<file path="src/rtl/mem_port_arbiter_pkg.sv">
// Shared types for the memory-port arbiter: address type, FSM state encoding
// and the hold counter width.
package mem_port_arbiter_pkg;

  localparam int HOLD_CNT_W = 16;

  typedef logic [31:0] addr_t;

  typedef enum logic {
    ARB_IDLE,
    ARB_OWN
  } arb_state_t;

endpackage

</file>
<file path="src/rtl/mem_port_arbiter_rr_pick.sv">
// Combinational round-robin selector: first requester at or after ptr (wrapping),
// skipping any proc flagged in excl.
module mem_port_arbiter_rr_pick #(
  parameter int N     = 4,
  parameter int IDX_W = $clog2(N)
) (
  input  logic [N-1:0]     req,
  input  logic [IDX_W-1:0] ptr,
  input  logic [N-1:0]     excl,
  output logic             valid,
  output logic [IDX_W-1:0] idx
);

  logic [N-1:0] cand;

  assign cand = req & ~excl;

  // Last assignment wins: the wrapped region (below ptr) is scanned first so the
  // lowest candidate at/after ptr overrides it when one exists.
  always_comb begin
    valid = 1'b0;
    idx   = '0;
    for (int k = N - 1; k >= 0; k--) begin
      if (cand[k] && (IDX_W'(k) < ptr)) begin
        valid = 1'b1;
        idx   = IDX_W'(k);
      end
    end
    for (int k = N - 1; k >= 0; k--) begin
      if (cand[k] && (IDX_W'(k) >= ptr)) begin
        valid = 1'b1;
        idx   = IDX_W'(k);
      end
    end
  end

endmodule

</file>
<file path="src/rtl/mem_port_arbiter.sv">
// Ownership-locked round-robin arbiter for the shared memory port: the owner keeps
// the port while it requests, with fair-share preemption only on a write cycle.
module mem_port_arbiter
  import mem_port_arbiter_pkg::*;
#(
  parameter  int N_PROC   = 4,
  parameter  int ADDR_W   = 32,
  parameter  int DATA_W   = 128,
  parameter  int MAX_HOLD = 16,
  localparam int OWN_W    = $clog2(N_PROC)
) (
  input  logic                 i_clk,
  input  logic                 i_rstn,
  input  logic [N_PROC-1:0]    i_req_rd,
  input  logic [N_PROC-1:0]    i_req_wr,
  input  logic [N_PROC*ADDR_W-1:0] i_addr,
  input  logic [N_PROC*DATA_W-1:0] i_wdata,
  input  logic [N_PROC*2-1:0]  i_wr_size,
  output logic [N_PROC-1:0]    o_grant_rd,
  output logic [N_PROC-1:0]    o_grant_wr,
  output logic [DATA_W-1:0]    o_rdata,
  output logic [ADDR_W-1:0]    o_mem_addr,
  output logic [DATA_W-1:0]    o_mem_wdata,
  output logic [1:0]           o_mem_wr_size,
  output logic                 o_mem_re,
  output logic                 o_mem_we,
  input  logic [DATA_W-1:0]    i_mem_rdata,
  output logic [OWN_W-1:0]     o_owner,
  output logic                 o_busy,
  output logic                 o_hold_err
);

  localparam logic [31:0] MAX_HOLD_U = 32'(MAX_HOLD);
  localparam logic [31:0] ERR_LIM_U  = 32'(4 * MAX_HOLD);

  arb_state_t             state_reg, state_next;
  logic [OWN_W-1:0]       owner_reg, owner_next;
  logic [OWN_W-1:0]       rr_ptr_reg, rr_ptr_next;
  logic [HOLD_CNT_W-1:0]  hold_cnt_reg, hold_cnt_next;
  logic                   hold_err_reg, hold_err_next;

  logic [N_PROC-1:0]      req;
  logic [N_PROC-1:0]      owner_oh;
  logic [N_PROC-1:0]      pick_excl;
  logic [OWN_W-1:0]       owner_inc;
  logic [OWN_W-1:0]       pick_ptr;
  logic [OWN_W-1:0]       pick_idx;
  logic                   pick_valid;
  logic                   busy;
  logic                   owner_req;
  logic                   other_req;
  logic                   preempt;
  logic                   release_own;

  assign req  = i_req_rd | i_req_wr;
  assign busy = (state_reg == ARB_OWN);

  // Read wins over write for the owner so FETCH never loses its grant to a write.
  generate
    for (genvar gi = 0; gi < N_PROC; gi++) begin : g_grant
      assign owner_oh[gi]   = (owner_reg == OWN_W'(gi));
      assign o_grant_rd[gi] = busy & owner_oh[gi] & i_req_rd[gi];
      assign o_grant_wr[gi] = busy & owner_oh[gi] & i_req_wr[gi] & ~i_req_rd[gi];
    end
  endgenerate

  assign owner_req = |(req & owner_oh);
  assign other_req = |(req & ~owner_oh);
  assign owner_inc = (owner_reg == OWN_W'(N_PROC - 1)) ? '0 : owner_reg + OWN_W'(1);

  assign preempt     = (MAX_HOLD != 0) && (32'(hold_cnt_reg) >= MAX_HOLD_U) &&
                       (|o_grant_wr) && other_req;
  assign release_own = busy && (!owner_req || preempt);

  // While owning, the same picker chooses the successor starting after the owner.
  assign pick_ptr  = busy ? owner_inc : rr_ptr_reg;
  assign pick_excl = busy ? owner_oh : '0;

  mem_port_arbiter_rr_pick #(
    .N     (N_PROC),
    .IDX_W (OWN_W)
  ) u_rr_pick (
    .req   (req),
    .ptr   (pick_ptr),
    .excl  (pick_excl),
    .valid (pick_valid),
    .idx   (pick_idx)
  );

  always_comb begin
    state_next    = state_reg;
    owner_next    = owner_reg;
    rr_ptr_next   = rr_ptr_reg;
    hold_cnt_next = hold_cnt_reg;
    unique case (state_reg)
      ARB_IDLE: begin
        if (pick_valid) begin
          state_next    = ARB_OWN;
          owner_next    = pick_idx;
          hold_cnt_next = '0;
        end
      end
      ARB_OWN: begin
        if (release_own) begin
          rr_ptr_next   = owner_inc;
          hold_cnt_next = '0;
          if (pick_valid) begin
            owner_next = pick_idx;
          end else begin
            state_next = ARB_IDLE;
          end
        end else if (hold_cnt_reg != '1) begin
          hold_cnt_next = hold_cnt_reg + HOLD_CNT_W'(1);
        end
      end
      default: begin
        state_next = ARB_IDLE;
      end
    endcase
    hold_err_next = hold_err_reg |
                    ((MAX_HOLD != 0) && (32'(hold_cnt_next) >= ERR_LIM_U));
  end

  always_ff @(posedge i_clk or negedge i_rstn) begin
    if (!i_rstn) begin
      state_reg    <= ARB_IDLE;
      owner_reg    <= '0;
      rr_ptr_reg   <= '0;
      hold_cnt_reg <= '0;
      hold_err_reg <= 1'b0;
    end else begin
      state_reg    <= state_next;
      owner_reg    <= owner_next;
      rr_ptr_reg   <= rr_ptr_next;
      hold_cnt_reg <= hold_cnt_next;
      hold_err_reg <= hold_err_next;
    end
  end

  always_comb begin
    o_mem_addr    = '0;
    o_mem_wdata   = '0;
    o_mem_wr_size = '0;
    if (busy) begin
      o_mem_addr    = i_addr[owner_reg*ADDR_W +: ADDR_W];
      o_mem_wdata   = i_wdata[owner_reg*DATA_W +: DATA_W];
      o_mem_wr_size = i_wr_size[owner_reg*2 +: 2];
    end
  end

  assign o_mem_re   = |o_grant_rd;
  assign o_mem_we   = |o_grant_wr;
  assign o_rdata    = i_mem_rdata;
  assign o_owner    = owner_reg;
  assign o_busy     = busy;
  assign o_hold_err = hold_err_reg;

endmodule

</file>
<file path="config.mk">
export PLATFORM = sky130hd
export DESIGN_NAME = mem_port_arbiter
export DESIGN_NICKNAME = d
export VERILOG_FILES = /design/src/rtl/mem_port_arbiter_pkg.sv /design/src/rtl/mem_port_arbiter_rr_pick.sv /design/src/rtl/mem_port_arbiter.sv
export SDC_FILE = /design/constraint.sdc
export NUM_CORES = 1
export LEC_CHECK = 0
export ABC_CLOCK_PERIOD_IN_PS = 4100
export BUFFER_PORTS_ARGS = -buffer_cell sky130_fd_sc_hd__buf_2
export CORE_AREA = 2 2 426 428
export CTS_BUF_LIST = sky130_fd_sc_hd__clkbuf_16
export CTS_CLUSTER_DIAMETER = 120
export CTS_CLUSTER_SIZE = 12
export DETAILED_ROUTE_END_ITERATION = 7
export DIE_AREA = 0 0 428 430
export GPL_TIMING_DRIVEN = 0
export PLACE_DENSITY = 0.3
export SLEW_MARGIN = 5
export SYNTH_ARGS = -nofsm -noshare
export SYNTH_HDL_FRONTEND = slang
export SYNTH_SLANG_ARGS = --single-unit
</file>
<file path="constraint.sdc">
create_clock -name i_clk -period 4.1 [get_ports i_clk]
set_input_delay 0.205 -clock i_clk [delete_from_list [all_inputs] [get_ports i_clk]]
set_output_delay 0.205 -clock i_clk [all_outputs]
set_load 0.05 [all_outputs]
</file>
==> results_dict.tcl <==
set metrics [dict create \
    outcome "finished clean" \
    synth.most_common_cell "and2_1" \
    clkSinkCount 22 \
    cts_max_level 1 \
    drc 0 \
    core-area_um2 180000 \
    synth_top_area_share_pct 48.0 \
    synth_ff_type "dfrtp_1" \
    drt_wl_total_um 122000 \
    via_per_inst 2.77 \
    die_x_um 428 \
    track_usage_pct 12.7 \
    syn_inst 694 \
    cts_buffers 3 \
    worstPathArrival_ns 3.79 \
    fp.dieH_um 430 \
    final-max-slew-violation-count 0 \
    layout-drive-gt1-share_pct 78.5 \
    fin_cells 4069 \
    initial_core_util_pct 4.23 \
    synth_edf_count 0 \
    yosys-top-cells-area "mux4_2 48%, and2_1 13%, buf_4 13%" \
    max_stage_delay_ns 0.55 \
    rows 156 \
    fin_tns_setup_ns 0 \
    nets 2451 \
    cts_max_path_buffers 2 \
    area_growth_pct 105 \
    place_worst_setup_slack_ns -0.715 \
    grt-ovfl-total 0 \
    holdWs_ns 0.486 \
    endpoint_kind "flip-flop" \
    ys_seq_area_share_pct 7.25 \
    grt_pass1_vias 10900 \
    path_cells "clkbuf_4, buf_4, inv_1, ha_1, a2bb2oi_1, nor4_4, and2_4, buf_6, a21o_1, a22o_1, nor4_2, nand3_1" \
    synth_area_um2 7600 \
    cts_tree "yes" \
    numPlacedInstances 4025 \
    root_buffer "clkbuf_16" \
    crit_type "reg -> reg" \
    synth_cell_types 54 \
    async_reset_ff_share_pct 100 \
    synth-seq-cells 22 \
    ir_drop_v 0.000338 \
    fin_ws_ns 0.443 \
    ant_nets 0 \
    hold_viol_final 0 \
    ios 1090 \
    avgSynthCellArea_um2 10.9 \
    cp-start-kind "flip-flop" \
    path_clk_slew_ns 0.06 \
    synth_fp_nets 1486 \
    grt_antenna_before_repair 133 \
    rsz0062_at_grt "no" \
    slew_headroom_pct 27.6 \
    post-route-period-util_pct 89.2 \
    yosys.area.top_type "mux4_2" \
    skew_ns 0.00256 \
    p_leak_nw 6.72 \
    globalplace.congestion 0.980 \
    hpwl_um 115000 \
    drt-initial-drc-count 931 \
    die_area_um2 184000 \
    fmax_mhz 273 \
    drv_cap 0 \
    worst-path-max-fanout 10 \
    setup_viol 0 \
    p_per_area_nw_per_um2 789 \
    worstPathRequired_ns 4.23 \
    p_total_w 0.0123 \
    timing.final.crit_period_ns 3.66 \
    clk_latency_ns 0.26 \
    grt_max_degree 23 \
    largest_reg_flops 16 \
    wl_per_cell_um 30.1 \
    first_pass_iters 4 \
    cts_setup_buffers 0 \
    ys_warn_count 0 \
    ys_top_cells_by_count "163 x and2_1, 162 x mux4_2, 129 x buf_4" \
    port_buffers 961 \
    slowest_stage "dfrtp_1" \
    vias 11300 \
    worst_pin_slew_ns 1.09 \
    grt_pass1_wl_um 146000 \
    hold_path_class "in -> reg" \
]
## worst paths after layout
kind,from,to,slack [ns],cells after the start
min in group asynchronous,i_rstn,hold_cnt_reg[5]$_DFF_PN0_,0.58,2
worst max-delay path,o_owner[0]$_DFFE_PN0P_,o_hold_err$_DFF_PN0_,0.44,12
max in group asynchronous,i_rstn,hold_cnt_reg[11]$_DFF_PN0_,3.14,2
worst max register to register,o_owner[0]$_DFFE_PN0P_,o_hold_err$_DFF_PN0_,0.44,12
worst min register to register,o_hold_err$_DFF_PN0_,o_hold_err$_DFF_PN0_,0.50,2
worst min-delay path,i_req_rd[3],o_owner[0]$_DFFE_PN0P_,0.49,4
## critical path: cells and delay by family, from the launching register on
family	cells	cell delay, ns
buffers and inverters	4	1.10
and+or+nand+nor	4	0.80
AOI/OAI and AO/OA	3	0.79
adders and majority gates	1	0.28
DFF	1	0.55
## cell usage in the layout (no fill, tap or decap), types with 4 or more instances in the layout
cell,count
ha_1,6
nand3_1,8
buf_6,4
nor2_1,8
buf_2,979
clkbuf_1,30
a31oi_1,5
and2_1,163
nand2_1,19
and3_1,8
buf_4,130
inv_1,8
dfrtp_1,22
a21oi_1,8
a41oi_1,6
mux4_2,162
diode_2,41
o21ai_0,21
mux2i_1,4
## area by class of cell
cell class                 instances  area, um2
antenna                           41        103
buffer                           189       1260
clock buffer                       3       75.1
clock inverter                     1       30.0
fill                           21100     164000
inverter                           8       30.0
multi-input combinational        473       5760
sequential                        22        551
tap                             2370       2970
timing repair buffer             962       4820
## through the flow
stage	area, um2	utilization, %
after CTS	15500	8.62
after detailed placement	15400	8.55
final	15600	8.68
after global routing	15500	8.65
after floorplan	7600	-
after global placement	15400	8.55
## cells by family after synthesis
group                      count (synthesis)  share of synthesized area, %
DFF                                       22                          7.25
adders and majority gates                  6                         0.988
buffers and inverters                    199                          16.9
and+or+nand+nor                          235                          19.6
muxes                                    168                          48.9
AOI/OAI and AO/OA                         64                          6.39
## metal layers
layer  GRT usage, %  vias to the layer above  share of wire, %
li1               -                     4538                 -
met1           14.7                     5673                38
met2           21.1                      811                48
met3           6.37                      176                12
met4           2.23                       80               2.1
met5              0                        -              0.43
## power by group
group          internal [W]  switching (W)
sequential         0.000255      0.0000564
combinational       0.00322        0.00849
clock              0.000194      0.0000859
total               0.00367        0.00863
## what timing repair did
action                                 4_1_cts  5_1_grt
endpoints found under the hold margin       22        0
hold buffers                                 1        0
setup endpoints to repair                   31        1
gates resized for setup                      4        0
Note: power is estimated with default switching activity, not from simulation.
